[config.mk]
export PLATFORM = sky130hd
export DESIGN_NAME = dmem_arbiter
export DESIGN_NICKNAME = d
export VERILOG_FILES = /design/src/rtl/dmem_arbiter_pkg.sv /design/src/rtl/rr_arbiter2.sv /design/src/rtl/dmem_arbiter.sv
export SDC_FILE = /design/constraint.sdc
export NUM_CORES = 1
export LEC_CHECK = 0
export ABC_AREA = 0
export CORE_AREA = 8 8 220 222
export CTS_CLUSTER_DIAMETER = 30
export DETAILED_ROUTE_END_ITERATION = 7
export DIE_AREA = 0 0 228 230
export SLEW_MARGIN = 20
export SYNTH_ARGS = -nofsm -noshare
export SYNTH_HDL_FRONTEND = slang
export SYNTH_SLANG_ARGS = --single-unit
[constraint.sdc]
create_clock -name clk -period 1.7 [get_ports clk]
set_clock_uncertainty 0.2 [all_clocks]
set_input_delay 0.17 -clock clk [delete_from_list [all_inputs] [get_ports clk]]
set_output_delay 0.17 -clock clk [all_outputs]
set_load 0.05 [all_outputs]
[src/rtl/dmem_arbiter_pkg.sv]
// Shared types for the data-memory arbiter: FSM states, port identifiers
// and a port-to-one-hot helper used for the grant and done pulses.
package dmem_arbiter_pkg;

  typedef enum logic [0:0] {
    ST_IDLE   = 1'b0,
    ST_ACCESS = 1'b1
  } arb_state_e;

  localparam logic PORT_CORE = 1'b0;
  localparam logic PORT_DBG  = 1'b1;

  function automatic logic [1:0] port_onehot(input logic port);
    logic [1:0] oh;
    if (port == PORT_DBG) begin
      oh = 2'b10;
    end else begin
      oh = 2'b01;
    end
    return oh;
  endfunction

endpackage

[src/rtl/rr_arbiter2.sv]
// Two-way round-robin arbiter: a lone requester always wins; on a conflict
// the port that was not granted last wins. Pointer moves only when advance is high.
module rr_arbiter2
  import dmem_arbiter_pkg::*;
(
  input  logic       clk,
  input  logic       rst,
  input  logic [1:0] req,
  input  logic       advance,
  output logic [1:0] gnt_onehot
);

  logic       last_r;
  logic [1:0] gnt_s;

  // Winner selection from the current requests and the last-granted pointer
  always_comb begin
    gnt_s = 2'b00;
    case (req)
      2'b01:   gnt_s = 2'b01;
      2'b10:   gnt_s = 2'b10;
      2'b11: begin
        if (last_r == PORT_CORE) begin
          gnt_s = 2'b10;
        end else begin
          gnt_s = 2'b01;
        end
      end
      default: gnt_s = 2'b00;
    endcase
  end

  // Last-granted pointer; reset value makes port 0 win the first conflict
  always_ff @(posedge clk) begin
    if (rst) begin
      last_r <= PORT_DBG;
    end else if (advance && (gnt_s != 2'b00)) begin
      last_r <= gnt_s[1];
    end
  end

  assign gnt_onehot = gnt_s;

endmodule

[src/rtl/dmem_arbiter.sv]
// Shares a single-port data memory between the pipeline MEM stage (port 0)
// and a debug/DMA loader (port 1); one access at a time, MEM_LAT cycles each.
module dmem_arbiter
  import dmem_arbiter_pkg::*;
#(
  parameter int ADDR_W  = 64,
  parameter int DATA_W  = 64,
  parameter int MEM_LAT = 1
) (
  input  logic              clk,
  input  logic              rst,
  input  logic              m0_req,
  input  logic              m0_we,
  input  logic [ADDR_W-1:0] m0_addr,
  input  logic [DATA_W-1:0] m0_wdata,
  output logic              m0_gnt,
  output logic              m0_done,
  output logic [DATA_W-1:0] m0_rdata,
  input  logic              m1_req,
  input  logic              m1_we,
  input  logic [ADDR_W-1:0] m1_addr,
  input  logic [DATA_W-1:0] m1_wdata,
  output logic              m1_gnt,
  output logic              m1_done,
  output logic [DATA_W-1:0] m1_rdata,
  output logic              core_stall,
  output logic [ADDR_W-1:0] mem_addr,
  output logic [DATA_W-1:0] mem_wdata,
  output logic              mem_read,
  output logic              mem_write,
  input  logic [DATA_W-1:0] mem_rdata
);

  localparam int CNT_W = (MEM_LAT > 1) ? $clog2(MEM_LAT) : 1;
  localparam logic [CNT_W-1:0] CNT_LOAD = CNT_W'(MEM_LAT - 1);
  localparam logic [CNT_W-1:0] CNT_ONE  = CNT_W'(1);
  localparam logic [CNT_W-1:0] CNT_ZERO = {CNT_W{1'b0}};

  arb_state_e        state_r;
  arb_state_e        state_s;
  logic [CNT_W-1:0]  cnt_r;
  logic              port_r;
  logic              we_r;
  logic [1:0]        arb_gnt_s;
  logic [1:0]        gnt_r;
  logic [1:0]        done_r;
  logic              grant_s;
  logic              grant_port_s;
  logic              next_port_s;
  logic              sel_we_s;
  logic [ADDR_W-1:0] sel_addr_s;
  logic [DATA_W-1:0] sel_wdata_s;
  logic [ADDR_W-1:0] mem_addr_r;
  logic [DATA_W-1:0] mem_wdata_r;
  logic [DATA_W-1:0] rdata0_r;
  logic [DATA_W-1:0] rdata1_r;
  logic              mem_read_r;
  logic              mem_write_r;
  logic              stall_r;
  logic              stall_s;

  rr_arbiter2 u_rr (
    .clk        (clk),
    .rst        (rst),
    .req        ({m1_req, m0_req}),
    .advance    (state_r == ST_IDLE),
    .gnt_onehot (arb_gnt_s)
  );

  // Grant qualification and selection of the winning port's transaction
  always_comb begin
    grant_s      = (state_r == ST_IDLE) && (arb_gnt_s != 2'b00);
    grant_port_s = arb_gnt_s[1];
    if (grant_port_s == PORT_DBG) begin
      sel_we_s    = m1_we;
      sel_addr_s  = m1_addr;
      sel_wdata_s = m1_wdata;
    end else begin
      sel_we_s    = m0_we;
      sel_addr_s  = m0_addr;
      sel_wdata_s = m0_wdata;
    end
  end

  // Next-state logic: leave IDLE on any grant, return once the counter expires
  always_comb begin
    state_s = state_r;
    case (state_r)
      ST_IDLE: begin
        if (grant_s) begin
          state_s = ST_ACCESS;
        end else begin
          state_s = ST_IDLE;
        end
      end
      ST_ACCESS: begin
        if (cnt_r == CNT_ZERO) begin
          state_s = ST_IDLE;
        end else begin
          state_s = ST_ACCESS;
        end
      end
      default: state_s = ST_IDLE;
    endcase
  end

  // Stall: port 0 waiting on the request line, or owning the access next cycle;
  // the request line is ignored while port 0's own access is finishing
  always_comb begin
    if (state_r == ST_IDLE) begin
      next_port_s = grant_port_s;
    end else begin
      next_port_s = port_r;
    end
    stall_s = ((state_s == ST_ACCESS) && (next_port_s == PORT_CORE)) ||
              (m0_req && !((state_r == ST_ACCESS) && (port_r == PORT_CORE)));
  end

  // State register
  always_ff @(posedge clk) begin
    if (rst) begin
      state_r <= ST_IDLE;
    end else begin
      state_r <= state_s;
    end
  end

  // Transaction latch, latency counter and registered outputs
  always_ff @(posedge clk) begin
    if (rst) begin
      cnt_r       <= CNT_ZERO;
      port_r      <= PORT_CORE;
      we_r        <= 1'b0;
      gnt_r       <= 2'b00;
      done_r      <= 2'b00;
      mem_addr_r  <= {ADDR_W{1'b0}};
      mem_wdata_r <= {DATA_W{1'b0}};
      mem_read_r  <= 1'b0;
      mem_write_r <= 1'b0;
      rdata0_r    <= {DATA_W{1'b0}};
      rdata1_r    <= {DATA_W{1'b0}};
      stall_r     <= 1'b0;
    end else begin
      gnt_r       <= 2'b00;
      done_r      <= 2'b00;
      mem_write_r <= 1'b0;
      stall_r     <= stall_s;
      case (state_r)
        ST_IDLE: begin
          if (grant_s) begin
            port_r      <= grant_port_s;
            we_r        <= sel_we_s;
            mem_addr_r  <= sel_addr_s;
            mem_wdata_r <= sel_wdata_s;
            mem_write_r <= sel_we_s;
            mem_read_r  <= ~sel_we_s;
            cnt_r       <= CNT_LOAD;
            gnt_r       <= port_onehot(grant_port_s);
          end else begin
            mem_read_r  <= 1'b0;
          end
        end
        ST_ACCESS: begin
          if (cnt_r == CNT_ZERO) begin
            mem_read_r <= 1'b0;
            done_r     <= port_onehot(port_r);
            // Read data is captured in the last access cycle; writes leave rdata alone
            if (!we_r && (port_r == PORT_DBG)) begin
              rdata1_r <= mem_rdata;
            end else if (!we_r) begin
              rdata0_r <= mem_rdata;
            end
          end else begin
            cnt_r <= cnt_r - CNT_ONE;
          end
        end
        default: begin
          mem_read_r <= 1'b0;
        end
      endcase
    end
  end

  assign m0_gnt     = gnt_r[0];
  assign m1_gnt     = gnt_r[1];
  assign m0_done    = done_r[0];
  assign m1_done    = done_r[1];
  assign m0_rdata   = rdata0_r;
  assign m1_rdata   = rdata1_r;
  assign core_stall = stall_r;
  assign mem_addr   = mem_addr_r;
  assign mem_wdata  = mem_wdata_r;
  assign mem_read   = mem_read_r;
  assign mem_write  = mem_write_r;

endmodule

==> run metrics <==
CTS Buf Count=68; GRT overflow=0; count leader, synth=nand2_1; Slew Limit Fails=0; hold crit path type=in -> reg; status=finished, final reports clean; die area=0.0524 mm²; RSZ-0062 raised after global routing=true; Worst Setup End Kind=register; Starting Density=22.8%; cells taking the most area after synthesis=dfxtp_1, nand2_1, a21oi_1; Final Util=47.9%; core area=0.0449 mm²; CTS Root Cell=clkbuf_16; Die Ht=230 µm; hold violation total from the final report=0; DRT Pass-1 Iters=5; mapped cell area=0.0102 mm²; Max Fclk=0.608 GHz; number of vias per cell=4.58; final count of negative-setup-slack endpoints=0; setup slack at placement=-0.348 ns; P per Cell Area=1180 mW/mm²; number of filler cells placed in the layout=4181; crit start category=register; Synth top area share=52.2%; crit-path max FO=13; antenna-violating nets left=0; HPWL Detailed=37800 µm; Area Overhead vs Synth=110%; syn avg cell area=7.84 µm²; Placed Instances=2456; Min Clock Period, post-route=1.64 ns; main flop type after synthesis=dfxtp_1; CTS clk-pin slew, worst paths=0.04 ns; Max Root-Sink Buffers=3; actual slew at the worst max-slew pin=0.365 ns; Max-slew headroom=75.7%; LEAKAGE=0.00895 µW; CTS tree=done; largest net degree at the start of global routing=65; worst path arrival time=1.90 ns; count of yosys warnings during synthesis=0; clock sink count=267; Crit Path Category=reg -> reg; Sequential Area=0.00535 mm²; via count=12800; wirelength, routed=53500 µm; register area share after synthesis=52.2%; Clock Latency Late Sink=0.56 ns; VDD IR-drop max=0.670 mV; first-pass GRT wire length=77300 µm; area leader, netlist=dfxtp_1; final cell count without fillers=2795; routability congestion estimate=0.890; nets=2464; flop and latch count out of synthesis=267; worst path required time=1.96 ns; Synth cell types=24; Top Ports=589; WL/cell=19.1 µm; EDFF count, synth=0; DR iter-0 viols=723; Die Wd=228 µm; vias in the first global route=13200; Tcrit/Tclk final=96.7%; syn_nets=1631; H-Tree Depth=3; total design power=25400 µW; Remaining DRCs=0; PnR worst setup slack=0.0563 ns; setup TNS=0 ns; Multi-input gate area=0.00443 mm²; std cell rows=78; layout cells sized above 1=22.3%; Cells after Synth=1305; Max-Cap Viols=0; overall global routing resource usage=18.6%; initial antenna violation count=5; ys async rst share=0%; most frequent cells after synthesis=nand2_1, dfxtp_1, a21oi_1, nor2_1, a211oi_1; PortBufs=588
worst max-delay path, cell delays in order, from the launching register on:
cell and delay, ns:
dfxtp_2 0.33, buf_6 0.13, o21ba_4 0.27, buf_12 0.18, buf_12 0.15, nor2_1 0.05
a211oi_1 0.23
power by group:
| group | leakage (µW) | internal (µW) | switching, µW |
|---|---|---|---|
| clock | 0.00112 | 8870 | 3970 |
| combinational | 0.00564 | 2410 | 3170 |
| sequential | 0.00219 | 6730 | 286 |
path summary, 6_finish.rpt:
check             slack (ns)         start             to  cells after the start
setup reg to reg        0.06       state_r   mem_addr[15]                      6
setup / recovery        0.06       state_r   mem_addr[15]                      6
hold reg to reg         0.25       state_r       gnt_r[1]                      1
hold / removal          0.03  m0_wdata[60]  mem_wdata[60]                      3
kinds of logic after synthesis:
| kind of cell | share of synthesized area [%] |
|---|---|
| flops | 52.2 |
| compound gates | 22.6 |
| mux | 0.0978 |
| simple gates | 19.8 |
| buf+inv | 5.29 |
sequential cells by signal, indices dropped and copies added, names as in the netlist:
| name | flops |
|---|---|
| core_stall | 1 |
| done_r | 2 |
| gnt_r | 2 |
| m0_rdata | 64 |
| m1_rdata | 64 |
| mem_addr | 64 |
| mem_read | 1 |
| mem_wdata | 64 |
| mem_write | 1 |
| port_r | 1 |
| state_r | 1 |
| u_rr.last_r | 1 |
| we_r | 1 |
layout by cell type (no fill, tap or decap), types with 2 or more instances in the layout:
master / count
dlygate4sd3_1: 196
a211oi_1: 121
clkbuf_1: 11
nor2b_1: 2
clkbuf_16: 76
clkinvlp_4: 8
clkinv_2: 7
a21oi_1: 256
dfxtp_1: 266
clkbuf_8: 11
diode_2: 3
nand2_1: 385
a211oi_2: 8
clkdlybuf4s50_1: 324
buf_4: 296
inv_6: 7
buf_6: 4
clkinv_4: 4
nor2_1: 132
bufinv_16: 6
nor3_1: 3
nor3b_1: 2
buf_12: 49
timing repair:
action	CTS	global route
gates resized for setup	1	16
pin swaps	0	13
hold endpoints to repair	235	0
setup buffers	0	8
cloned	0	8
hold buffers	196	0
setup endpoints to repair	1	80
metrics by stage:
step           cell area [µm²]  hold slack, ns
6_report                 21500          0.0309
5_1_grt                  21500         0.00944
4_1_cts                  21200        0.000415
3_5_place_dp             16900           0.247
3_3_place_gp             16900           0.242
2_1_floorplan            10200           0.106
final cells by class:
cell class              count  area share [%]
clock inverters            33            1.80
well taps                 600            3.49
diodes                      3          0.0349
repair buffers            879            40.3
flip-flops and latches    267            24.8
clock buffers              91            8.97
multi-input cells         922            20.6
metal layers:
| metal | wire length, µm | global-route usage [%] | vias to the layer above |
|---|---|---|---|
| li1 | - | - | 6100 |
| met1 | 20100 | 19.7 | 5953 |
| met2 | 26200 | 32.0 | 638 |
| met3 | 4870 | 6.97 | 110 |
| met4 | 2230 | 9.65 | 2 |
| met5 | 13 | 0 | - |
(Power assumes the default switching activity.)
